`src/rtl/cart_rom_fetch_pkg.sv`:
```
// Shared slots package for the cartridge ROM fetch path: FSM states and the
// value returned for unmapped or failed reads.
package cart_rom_fetch_pkg;

   typedef enum logic [1:0] {
      IDLE     = 2'd0,
      REQ      = 2'd1,
      WAIT_ACK = 2'd2,
      DONE     = 2'd3
   } fetch_state_e;

   localparam logic [7:0] UNMAPPED_DATA = 8'hFF;
   localparam int         ADDR_W        = 25;

endpackage

```
`src/rtl/cart_rom_fetch.sv`:
```
// Cartridge ROM read path: single-entry byte cache in front of a
// request/acknowledge memory port, holding the CPU with wait_n while a miss is fetched.
module cart_rom_fetch
   import cart_rom_fetch_pkg::*;
#(
   parameter int TIMEOUT = 255
) (
   input  logic        clk,
   input  logic        reset,
   input  logic        cs,
   input  logic        rd,
   input  logic [24:0] mem_addr,
   input  logic        mem_unmaped,
   input  logic        rom_reload,
   output logic [7:0]  d_to_cpu,
   output logic        wait_n,
   output logic [24:0] ram_addr,
   output logic        ram_req,
   input  logic        ram_ack,
   input  logic [7:0]  ram_din
);

   localparam int CNT_W = $clog2(TIMEOUT + 1);
   localparam logic [CNT_W-1:0] CNT_LAST = CNT_W'(TIMEOUT - 1);
   localparam logic [CNT_W-1:0] CNT_MAX  = CNT_W'(TIMEOUT);

   fetch_state_e      state_q, state_d;
   logic [ADDR_W-1:0] ram_addr_q, ram_addr_d;
   logic              ram_req_q, ram_req_d;
   logic              valid_q, valid_d;
   logic [ADDR_W-1:0] tag_q, tag_d;
   logic [7:0]        data_q, data_d;
   logic              served_q, served_d;
   logic [CNT_W-1:0]  cnt_q, cnt_d;
   logic              reload_seen_q, reload_seen_d;
   logic              orphan_q, orphan_d;

   logic access;
   logic hit;
   logic idle_view;

   assign access = cs & rd;
   assign hit    = valid_q && (tag_q == mem_addr);

   // A fetch whose access was dropped still finishes, but its DONE cycle must
   // not answer a new access that happens to start then; that access is
   // judged against the freshly filled cache exactly as IDLE would.
   assign idle_view = (state_q == IDLE) || ((state_q == DONE) && orphan_q);

   always_comb begin
      state_d       = state_q;
      ram_addr_d    = ram_addr_q;
      ram_req_d     = 1'b0;
      valid_d       = valid_q;
      tag_d         = tag_q;
      data_d        = data_q;
      served_d      = access ? served_q : 1'b0;
      cnt_d         = cnt_q;
      reload_seen_d = reload_seen_q | rom_reload;
      orphan_d      = orphan_q;

      unique case (state_q)
         IDLE: begin
            if (access && !mem_unmaped && !hit && !served_q) begin
               state_d       = REQ;
               ram_addr_d    = mem_addr;
               ram_req_d     = 1'b1;
               reload_seen_d = rom_reload;
               orphan_d      = 1'b0;
            end else if (access && (mem_unmaped || hit)) begin
               served_d = 1'b1;
            end
         end
         REQ: begin
            state_d  = WAIT_ACK;
            cnt_d    = '0;
            orphan_d = orphan_q | ~access;
         end
         WAIT_ACK: begin
            orphan_d = orphan_q | ~access;
            if (ram_ack) begin
               state_d = DONE;
               data_d  = ram_din;
               tag_d   = ram_addr_q;
               valid_d = ~(rom_reload | reload_seen_q);
            end else if (cnt_q >= CNT_LAST) begin
               state_d = DONE;
               data_d  = UNMAPPED_DATA;
               valid_d = 1'b0;
            end else if (cnt_q != CNT_MAX) begin
               cnt_d = cnt_q + 1'b1;
            end
         end
         DONE: begin
            if (!access || orphan_q) begin
               state_d = IDLE;
            end else begin
               served_d = 1'b1;
            end
         end
         default: state_d = IDLE;
      endcase

      // A reload always wins, including over a fill in this same cycle.
      if (rom_reload) begin
         valid_d = 1'b0;
      end
   end

   always_ff @(posedge clk or posedge reset) begin
      if (reset) begin
         state_q       <= IDLE;
         ram_addr_q    <= '0;
         ram_req_q     <= 1'b0;
         valid_q       <= 1'b0;
         tag_q         <= '0;
         data_q        <= UNMAPPED_DATA;
         served_q      <= 1'b0;
         cnt_q         <= '0;
         reload_seen_q <= 1'b0;
         orphan_q      <= 1'b0;
      end else begin
         state_q       <= state_d;
         ram_addr_q    <= ram_addr_d;
         ram_req_q     <= ram_req_d;
         valid_q       <= valid_d;
         tag_q         <= tag_d;
         data_q        <= data_d;
         served_q      <= served_d;
         cnt_q         <= cnt_d;
         reload_seen_q <= reload_seen_d;
         orphan_q      <= orphan_d;
      end
   end

   // wait_n drops in the very cycle a miss is seen so stale data is never sampled.
   always_comb begin
      wait_n   = 1'b1;
      d_to_cpu = UNMAPPED_DATA;
      if (!reset) begin
         if (idle_view) begin
            if (access && !mem_unmaped) begin
               if (hit || served_q) begin
                  d_to_cpu = data_q;
               end else begin
                  wait_n = 1'b0;
               end
            end
         end else if ((state_q == REQ) || (state_q == WAIT_ACK)) begin
            wait_n = 1'b0;
         end else if (access && !mem_unmaped) begin
            d_to_cpu = data_q;
         end
      end
   end

   assign ram_addr = ram_addr_q;
   assign ram_req  = ram_req_q;

endmodule

```
`config.mk`:
```
export PLATFORM = sky130hd
export DESIGN_NAME = cart_rom_fetch
export DESIGN_NICKNAME = d
export VERILOG_FILES = /design/src/rtl/cart_rom_fetch_pkg.sv /design/src/rtl/cart_rom_fetch.sv
export SDC_FILE = /design/constraint.sdc
export NUM_CORES = 1
export LEC_CHECK = 0
export CORE_UTILIZATION = 40
export DETAILED_ROUTE_END_ITERATION = 16
export GPL_ROUTABILITY_DRIVEN = 0
export PLACE_DENSITY = 0.63
export SETUP_SLACK_MARGIN = 0.3
export SLEW_MARGIN = 20
export SYNTH_ARGS = -nofsm -noshare
export SYNTH_HDL_FRONTEND = slang
export SYNTH_SLANG_ARGS = --single-unit
```
`constraint.sdc`:
```
create_clock -name clk -period 3.21 [get_ports clk]
set_clock_uncertainty 0.2 [all_clocks]
set_input_delay 0.4815 -clock clk [delete_from_list [all_inputs] [get_ports clk]]
set_output_delay 0.4815 -clock clk [all_outputs]
set_load 0.03 [all_outputs]
```
==> reports/metrics.csv <==
metric,value,unit
run status,"finished, final reports clean",
WP data arrival,2270,ps
most crowded layer after global routing,met2,
top post-synthesis cells by area,"sky130_fd_sc_hd__dfrtp_1 47%, sky130_fd_sc_hd__mux2_2 11%, sky130_fd_sc_hd__mux2_4 7.4%",
VDD IR max,0.5027,mV
beginning of the worst hold path,mem_addr[16],
Setup-failing EPs final,0,
setup repair after global routing missed its margin,yes,
proportion of layout cells with a drive suffix above 1,0.3447,
effective utilization at floorplan,0.4178,
count of distinct cell types in the synthesized netlist,39,
primary flip-flop cell chosen by synthesis mapping,sky130_fd_sc_hd__dfrtp_1,
Crit path required time,2530,ps
power density over the cells,915.6,mW/mm^2
achievable frequency,339.1,MHz
Die Y,95.10,um
Horiz. Die Dim,95.10,um
CTS max path bufs,2,
critical path depth,9,
sequential element share of the synthesized area,0.5298,
clock slew at the register clock pins of the worst setup and hold paths,70,ps
core occupancy in the finished layout,0.5816,
Yosys top cell area share,0.4691,
count of clock tree sinks,73,
number of placed instances with taps included,463,
Tot GR Track Use,0.1703,
remaining antenna violation count,0,
Via-to-Cell Ratio,5.035,
number of enable flip-flop cells after synthesis,0,
cell repeated most along the worst path,sky130_fd_sc_hd__buf_4,
critical path capture point type,output port,
cell leakage power,2.121,nW
source of the worst register-to-register timing path,tag_q[19]$_DFFE_PP0P_,
nature of the critical path startpoint,input pin,
number of iterations in the first detailed-routing pass,4,
multi-input logic area,0.001614,mm^2
number of fillers in the final layout,688,
wire length of the first global-routing pass,11730,um
"Hold Vio Cnt, Final",0,
"count of placed standard cells in the final layout, fillers left out",485,
met2 usage,0.2470,
buffers and inverters on the worst path,4,
path type of the worst min-delay path,input pin to flip-flop,
destination of the critical timing path,d_to_cpu[2],
number of DRC markers in iteration 0,66,
grt total ovfl,0,
routed length per instance,14.56,um
# Max-Cap Violations,0,
number of remaining DRC errors,0,
clock insertion delay at the later pin of the skew report,340,ps
number of placement rows,33,
vias in the first global route,2421,
"Warnings, synthesis",0,
syn_nets,312,
Worst Setup Slack post-DPL,-408.1,ps
min cycle time layout,2949,ps
Die Area,0.009044,mm^2
FF/Latch Area,0.001837,mm^2
vias after detailed routing,2442,
crit path from,cs,
TritonCTS Buffers,9,
final hold slack,262.7,ps
category of the most critical setup path,input pin to output port,
met3 GRT Util,0.03987,
Final Routed Wirelength,7063,um
dominant delay contributor by cell family on the critical path,buffers and inverters,
mean post-synth cell area,13.03,um^2
PnR worst setup slack,261.3,ps
"Critical Path, Cell by Cell",clkdlybuf4s50_1 -> nand2_2 -> a2111oi_4 -> buf_4 -> nand4_1 -> o21ai_1 -> buf_4 -> or2b_1 -> buf_6,
crit-path max cell delay,500,ps
Core Area,0.008299,mm^2
antenna violations before repair,0,
Root Buffer,sky130_fd_sc_hd__clkbuf_8,
cell type with the largest total area after synthesis,sky130_fd_sc_hd__dfrtp_1,
max-slew headroom at the worst pin,0.3948,
final-report max-slew violation count,0,
top-level port count,75,
antenna cells,0,
CTS Hold Buffers Added,0,
post-synthesis to final-layout area growth,39.23,%
met1 usage,0.2443,
number of buffers added on ports,74,
Critical Path Slowest Stage Cell,sky130_fd_sc_hd__clkdlybuf4s50_1,
transition time of the tightest slew-check pin,907.8,ps
number of cells produced by synthesis,266,
post-route fraction of the period consumed by the critical path,0.9186,
flip-flop and latch count after synthesis,73,
total number of H-tree levels,3,
number of nets at the end of the flow,421,
capture instance of the worst register-to-register path,ram_addr[0]$_DFFE_PP0P_,
maximum fanout along the worst path,7,
half-perimeter wire length after detailed placement,4870,um
"Async S/R FF share, synth",1.000,
clock tree from TritonCTS,built,
post-synth design cell area,0.003467,mm^2
reg2reg path depth,8,
maximum number of pins on one net before global-route repair,74,
worst reg-to-reg setup slack,540,ps
-- repair_timing --
action / in CTS / in global routing
setup buffers: 4 / 2
resized for setup: 82 / 7
pin swaps: 12 / 9
setup endpoints to repair: 9 / 9
-- cells in the mapped netlist, types with 3 or more instances --
cell	n
sky130_fd_sc_hd__dfrtp_1	65
sky130_fd_sc_hd__mux2_2	33
sky130_fd_sc_hd__xor2_1	21
sky130_fd_sc_hd__mux2_4	17
sky130_fd_sc_hd__inv_1	10
sky130_fd_sc_hd__nand2_1	9
sky130_fd_sc_hd__o22a_1	9
sky130_fd_sc_hd__dfstp_2	8
sky130_fd_sc_hd__nor2_1	8
sky130_fd_sc_hd__nand3_1	7
sky130_fd_sc_hd__ha_1	6
sky130_fd_sc_hd__nor4_1	6
sky130_fd_sc_hd__o21ai_0	6
sky130_fd_sc_hd__xnor2_1	6
sky130_fd_sc_hd__a21oi_1	5
sky130_fd_sc_hd__clkbuf_1	5
sky130_fd_sc_hd__nand2b_1	5
sky130_fd_sc_hd__or2b_1	5
sky130_fd_sc_hd__nand4_1	4
sky130_fd_sc_hd__a31oi_1	3
sky130_fd_sc_hd__nor3_1	3
-- cells by family after synthesis --
family,count (synthesis),share of synthesized area
flip-flops,73,0.5298
AND/OR/NAND/NOR,54,0.08589
multiplexers,52,0.1866
AO/OA/AOI/OAI,36,0.07687
XOR/XNOR,27,0.06821
buffers and inverters,18,0.03104
adder cells (fa/ha/maj),6,0.02165
-- where the power goes --
group          internal [mW]  switching, mW  total (mW)
registers               1.35          0.278        1.63
logic                   1.08          0.940        2.02
clock network          0.444          0.322       0.765
total                   2.88           1.54        4.42
-- worst min path at each step --
stage                                     endpoint  slack [ps]  depth (start not counted)
after floorplan               cnt_q[5]$_DFFE_PP0P_         250                          1
after global placement        cnt_q[5]$_DFFE_PP0P_         280                          1
after detailed placement      cnt_q[5]$_DFFE_PP0P_         280                          1
after CTS                     cnt_q[5]$_DFFE_PP0P_         290                          1
after global routing      ram_addr[15]$_DFFE_PP0P_         260                          2
final                     ram_addr[16]$_DFFE_PP0P_         260                          2
-- through the flow --
stage	cell area, um^2	power (mW)	TNS (ps)
3_3_place_gp	4479	3.511	-3054
5_1_grt	4827	4.691	0
2_1_floorplan	3471	2.815	0
4_1_cts	4778	4.421	0
6_report	4827	4.420	0
3_5_place_dp	4479	3.550	-3134
-- flip-flops by register name, summed over array words and instances, names as in the netlist --
name / flops
cnt_q: 8
orphan_q: 1
ram_addr: 25
state_q: 2
data_q: 8
ram_req: 1
valid_q: 1
served_q: 1
reload_seen_q: 1
tag_q: 25
-- metal layers --
| metal | part of all wire | wire (um) |
|---|---|---|
| met1 | 0.48 | 3417 |
| met2 | 0.44 | 3120 |
| met5 | 0 | 0 |
| met3 | 0.059 | 417 |
| met4 | 0.015 | 107 |
-- layout by cell type (no fill, tap or decap), drive strengths merged, types with 3 or more instances in the layout --
master and instances:
nor4 6, dfrtp 65, xor2 21, or2b 5
nand3 7, nand4 4, dlygate4sd2 14, buf 41
nor2 8, nand2 9, inv 9, nand2b 5
o22a 9, o21ai 6, mux2 50, xnor2 6
a31oi 3, clkdlybuf4s50 49, a21oi 5, dfstp 8
ha 6, nor3 3, clkbuf 14
-- cell type report --
class,instances,share of cell area
multi-input cells,175,0.3344
repair buffers,106,0.2043
flip-flops and latches,73,0.3805
inverters,10,0.008554
clock inverters,2,0.007258
clock buffers,14,0.03784
well taps,105,0.02722
Power figures use the tool's default switching activity.
